$ cat src/rtl/clock_switch_ctrl_m.sv
// clock_switch_ctrl_m: sequences speed changes of the CPU clock divider.
// A request waits for a CPU cycle boundary, then the CPU is held, the divider
// phase is reset, the new mode is applied and the clock is allowed to settle
// before the CPU is released.
// Optional feature: define CLKSW_TIMEOUT_EN to add a WAIT-state watchdog that
// aborts a request when no cycle boundary arrives within TIMEOUT_CYCLES.
module clock_switch_ctrl_m #(
  parameter int SETTLE_CYCLES  = 4,
  parameter int TIMEOUT_CYCLES = 1023
) (
  input  logic       clkin,
  input  logic       reset,
  input  logic       req_valid,
  input  logic [1:0] req_mode,
  output logic       req_ready,
  input  logic       cycle_end,
  output logic       cpu_hold,
  output logic       divider_en,
  output logic       div4not2,
  output logic       div_resetb,
  output logic [1:0] mode_q,
  output logic       switch_done,
  output logic       req_err
);

  typedef enum logic [2:0] {
    IDLE,
    WAIT,
    APPLY,
    SETTLE,
    DONE
  } state_t;

  localparam logic [1:0] MODE_BYPASS = 2'b00;
  localparam logic [1:0] MODE_DIV4   = 2'b10;
  localparam logic [1:0] MODE_RSVD   = 2'b11;

  localparam logic [7:0] SETTLE_LOAD = 8'(SETTLE_CYCLES - 1);

  // Reject out-of-range configurations at elaboration time.
  if (SETTLE_CYCLES < 1 || SETTLE_CYCLES > 255 ||
      TIMEOUT_CYCLES < 1 || TIMEOUT_CYCLES > 65535) begin : g_param_check
    $error("clock_switch_ctrl_m: SETTLE_CYCLES or TIMEOUT_CYCLES out of range");
  end

  state_t     state, state_n;
  logic [1:0] mode_req, mode_req_n;
  logic [7:0] count, count_n;
  logic       req_ready_n, cpu_hold_n, divider_en_n, div4not2_n, div_resetb_n;
  logic [1:0] mode_q_n;
  logic       switch_done_n, req_err_n;
  logic       accept;

`ifdef CLKSW_TIMEOUT_EN
  localparam logic [15:0] TIMEOUT_LOAD = 16'(TIMEOUT_CYCLES - 1);
  logic [15:0] wdog, wdog_n;
`endif

  assign accept = req_valid & req_ready;

  // Next-state and next-output decode; every output is registered below.
  always_comb begin
    // NOTE: every signal gets a default before the case so no path leaves it
    // unassigned, which would otherwise infer a latch.
    state_n       = state;
    mode_req_n    = mode_req;
    count_n       = count;
    cpu_hold_n    = cpu_hold;
    divider_en_n  = divider_en;
    div4not2_n    = div4not2;
    div_resetb_n  = div_resetb;
    mode_q_n      = mode_q;
    switch_done_n = 1'b0;
    req_err_n     = 1'b0;
`ifdef CLKSW_TIMEOUT_EN
    wdog_n        = wdog;
`endif
    case (state)
      IDLE: begin
        if (accept) begin
          mode_req_n = req_mode;
          if (req_mode == MODE_RSVD) begin
            req_err_n = 1'b1;
          end else if (req_mode == mode_q) begin
            // Already running in the requested mode: report completion only.
            state_n       = DONE;
            switch_done_n = 1'b1;
          end else begin
            state_n = WAIT;
`ifdef CLKSW_TIMEOUT_EN
            wdog_n  = TIMEOUT_LOAD;
`endif
          end
        end
      end
      WAIT: begin
        // A boundary arriving on the expiry cycle still wins over the abort.
        if (cycle_end) begin
          state_n      = APPLY;
          cpu_hold_n   = 1'b1;
          div_resetb_n = 1'b0;
        end
`ifdef CLKSW_TIMEOUT_EN
        else if (wdog == 16'd0) begin
          state_n   = IDLE;
          req_err_n = 1'b1;
        end else begin
          wdog_n = wdog - 16'd1;
        end
`endif
      end
      APPLY: begin
        // Divider controls change only here, while the CPU is held.
        divider_en_n = (mode_req != MODE_BYPASS);
        div4not2_n   = (mode_req == MODE_DIV4);
        mode_q_n     = mode_req;
        div_resetb_n = 1'b1;
        count_n      = SETTLE_LOAD;
        state_n      = SETTLE;
      end
      SETTLE: begin
        if (count == 8'd0) begin
          state_n       = DONE;
          cpu_hold_n    = 1'b0;
          switch_done_n = 1'b1;
        end else begin
          count_n = count - 8'd1;
        end
      end
      DONE: begin
        state_n = IDLE;
      end
      default: begin
        state_n = IDLE;
      end
    endcase
    req_ready_n = (state_n == IDLE);
  end

  // State and registered-output update; reset returns everything to bypass.
  always_ff @(posedge clkin or posedge reset) begin
    if (reset) begin
      state       <= IDLE;
      mode_req    <= MODE_BYPASS;
      count       <= 8'd0;
      req_ready   <= 1'b1;
      cpu_hold    <= 1'b0;
      divider_en  <= 1'b0;
      div4not2    <= 1'b0;
      div_resetb  <= 1'b1;
      mode_q      <= MODE_BYPASS;
      switch_done <= 1'b0;
      req_err     <= 1'b0;
`ifdef CLKSW_TIMEOUT_EN
      wdog        <= 16'd0;
`endif
    end else begin
      // NOTE: non-blocking assignments so all registers update together from
      // values computed before the edge.
      state       <= state_n;
      mode_req    <= mode_req_n;
      count       <= count_n;
      req_ready   <= req_ready_n;
      cpu_hold    <= cpu_hold_n;
      divider_en  <= divider_en_n;
      div4not2    <= div4not2_n;
      div_resetb  <= div_resetb_n;
      mode_q      <= mode_q_n;
      switch_done <= switch_done_n;
      req_err     <= req_err_n;
`ifdef CLKSW_TIMEOUT_EN
      wdog        <= wdog_n;
`endif
    end
  end

endmodule

$ cat config.mk
export PLATFORM = sky130hd
export DESIGN_NAME = clock_switch_ctrl_m
export DESIGN_NICKNAME = d
export VERILOG_FILES = /design/src/rtl/clock_switch_ctrl_m.sv
export SDC_FILE = /design/constraint.sdc
export NUM_CORES = 1
export LEC_CHECK = 0
export CORE_UTILIZATION = 35
export CTS_CLUSTER_DIAMETER = 120
export DETAILED_ROUTE_END_ITERATION = 7
export RECOVER_POWER = 50
export SYNTH_ARGS = -nofsm -noshare
export SYNTH_HDL_FRONTEND = slang
export SYNTH_SLANG_ARGS = --single-unit
$ cat constraint.sdc
create_clock -name clkin -period 2.5 [get_ports clkin]
set_input_delay 0.625 -clock clkin [delete_from_list [all_inputs] [get_ports clkin]]
set_output_delay 0.625 -clock clkin [all_outputs]
set_load 0.01 [all_outputs]
==> impl_metrics.py <==
metrics = {
    "grt": {
        "first_global_vias": 907,
        "grt.overflow.total": 0,
        "antenna_found_initial": 0,
        "grt_max_degree": 23,
        "grt_first_pass_wirelength_mm": 4.02,
        "grt_usage_pct": 15.6,
    },
    "timing": {
        "finalSetupTns_ns": 0,
        "fin_crit_sh_pct": 81.0,
        "rsz0062_at_grt": "no",
        "worstMarginPinSlew_ns": 1.18,
        "drv_slew": 0,
        "setup_viol": 0,
        "slew-limit-headroom_pct": 21.1,
        "worst_hold_slack_ns": 0.503,
        "hold_violations": 0,
        "setup_ws_ns": 0.475,
        "max_freq_mhz": 494,
        "finClkSkew_ns": 0.0108,
        "min_period_ns": 2.02,
    },
    "floorplanning": {
        "start_util_pct": 36.6,
        "coreArea_mm2": 0.00305,
        "fp.dieW_um": 58.5,
        "die_h_um": 58.5,
        "num_rows": 20,
        "ioPinCount": 15,
        "design.die.area_mm2": 0.00342,
    },
    "synthesis": {
        "synth_area_leaders": "dfrtp_1 45%, nand2_1 5.0%, dfstp_2 4.7%",
        "ys.flop_type": "dfrtp_1",
        "yosys.area.top_type": "dfrtp_1",
        "yosys.area_share.simple_pct": 22.6,
        "synthDistinctLibCells": 34,
        "syn_area_mm2": 0.00112,
        "synthArstFlopShare_pct": 100,
        "synth_enable_flop_cells": 0,
        "yosysWarnings": 0,
        "syn_nets": 127,
        "ys_seq_elements": 22,
        "synth_top_area_share_pct": 44.8,
        "synth_top_family_by_area": "simple AND/OR/NAND/NOR gates",
        "synth-adder-area-share_pct": 2.24,
        "synthXorXnorAreaFrac_pct": 0.784,
        "synthMuxAreaShare_pct": 0,
        "synth_compound_area_share_pct": 21.2,
        "syn_avg_cell_area_um2": 9.39,
        "syn-instance-count": 119,
        "synth_seq_area_share_pct": 49.5,
    },
    "cts": {
        "numCtsBuffers": 3,
        "cts.sinks": 22,
        "h-tree-depth": 1,
        "cts_tree": "yes",
        "clkTransAtPathRegs_ns": 0.13,
        "clock_latency_ns": 0.30,
        "cts.path.max_buffers": 2,
        "cts_resized": 0,
        "cts-hold-fix-buffers": 0,
        "post_cts_buffers": 0,
        "cts.root.buffer_cell": "clkbuf_4",
    },
    "placement": {
        "pre_cts_ws_ns": 0.581,
        "hpwlAfterDp_mm": 1.68,
        "numPortBuffers": 14,
        "dp.cells": 176,
        "finalWeightedCongestion": 0.868,
        "dpl-instance-area_mm2": 0.00131,
    },
    "layout": {
        "num_antenna_cells": 0,
        "final_area_mm2": 0.00135,
        "drive_above_1_share_pct": 10.3,
        "layout_commonest_cell": "dfrtp_1",
        "fin_cells": 180,
        "syn2layout_area_growth_pct": 20.4,
        "nets": 145,
        "final_cell_mix": "20 x dfrtp_1, 15 x nand2_1, 12 x nor2_1, 12 x clkdlybuf4s50_1",
        "fin_util_pct": 44.1,
    },
    "power": {
        "p_per_area_mw_per_mm2": 1140,
        "p_leak_nw": 0.569,
        "ir_drop_mv": 0.451,
        "finalPower_mw": 1.53,
    },
    "run": {
        "drv_cap": 0,
    },
    "route": {
        "vias": 932,
        "ant_nets": 0,
        "drt-wirelength-per-cell_um": 12.6,
        "firstDrtPassIters": 4,
        "drt-initial-drc-count": 26,
        "drcViolationCount": 0,
        "vias_per_cell": 5.18,
        "routed_wl_mm": 2.27,
    },
    "worst_setup_path": {
        "cp-end-kind": "output port",
        "slowest_delay_ns": 0.56,
        "slowest_stage": "dfstp_2",
        "start_kind": "register",
        "cp_cell_sequence": "clkdlybuf4s50_1",
        "cp.arrival_ns": 1.40,
        "cp_top_family": "flip-flops",
        "critical_path_required_ns": 1.88,
        "worst-path-buf-inv": 1,
        "path_class": "reg2out",
        "cp_max_fo": 3,
    },
    "outcome": {
        "status": "finished clean",
    },
    "hold_path": {
        "hold_class": "reg2reg",
    },
}
## power breakdown
group	total, mW	switching [mW]	internal [mW]	leakage, nW
sequential	0.657	0.156	0.501	0.269
combinational	0.678	0.373	0.305	0.278
clock	0.193	0.105	0.0888	0.0210
total	1.53	0.633	0.895	0.569
## registers in the layout (all words and copies together), names as in the netlist
signal,count
req_ready,1
state,3
mode_q,2
switch_done,1
divider_en,1
div4not2,1
cpu_hold,1
div_resetb,1
req_err,1
count,8
mode_req,2
## Yosys cell counts, drive strengths merged (3+ instances only)
cell and n:
a21oi 11, a31o 3, a31oi 4, dfrtp 20
inv 9, nand2 15, nand4 5, nor2 12
nor3 4, o21ai 9, o22ai 3
## per-layer routing
layer | vias to the layer above | routed length [um] | GRT usage, %
met5 | - | 0 | 0
li1 | 462 | - | -
met2 | 20 | 1150 | 26.6
met1 | 448 | 1030 | 20.1
met4 | 0 | 12 | 6.12
met3 | 2 | 81 | 2.20
## logic make-up (layout without fill, tap and decap cells)
logic type / after synthesis / in the layout
xor+xnor: 1 / 1
buf+inv: 11 / 28
fa+ha+maj: 2 / 2
compound gates: 35 / 35
simple gates: 48 / 48
flops: 22 / 22
## final cells by class
cell class | count | area [um2]
repair buffers | 15 | 144
fillers | 318 | 1710
well taps | 44 | 55.1
clock buffers | 4 | 36.3
flip-flops and latches | 22 | 553
multi-input cells | 86 | 523
inverters | 9 | 33.8
## final timing paths
check,start,slack [ns],endpoint,depth (start not counted)
min in group asynchronous,reset,1.12,count[0],3
setup / recovery,req_ready,0.48,req_ready,1
max in group asynchronous,reset,0.68,mode_q[1],3
setup reg to reg,count[0],0.59,count[2],6
hold reg to reg,count[7],0.50,count[7],1
hold / removal,count[7],0.50,count[7],1
Power figures use the tool's default switching activity.
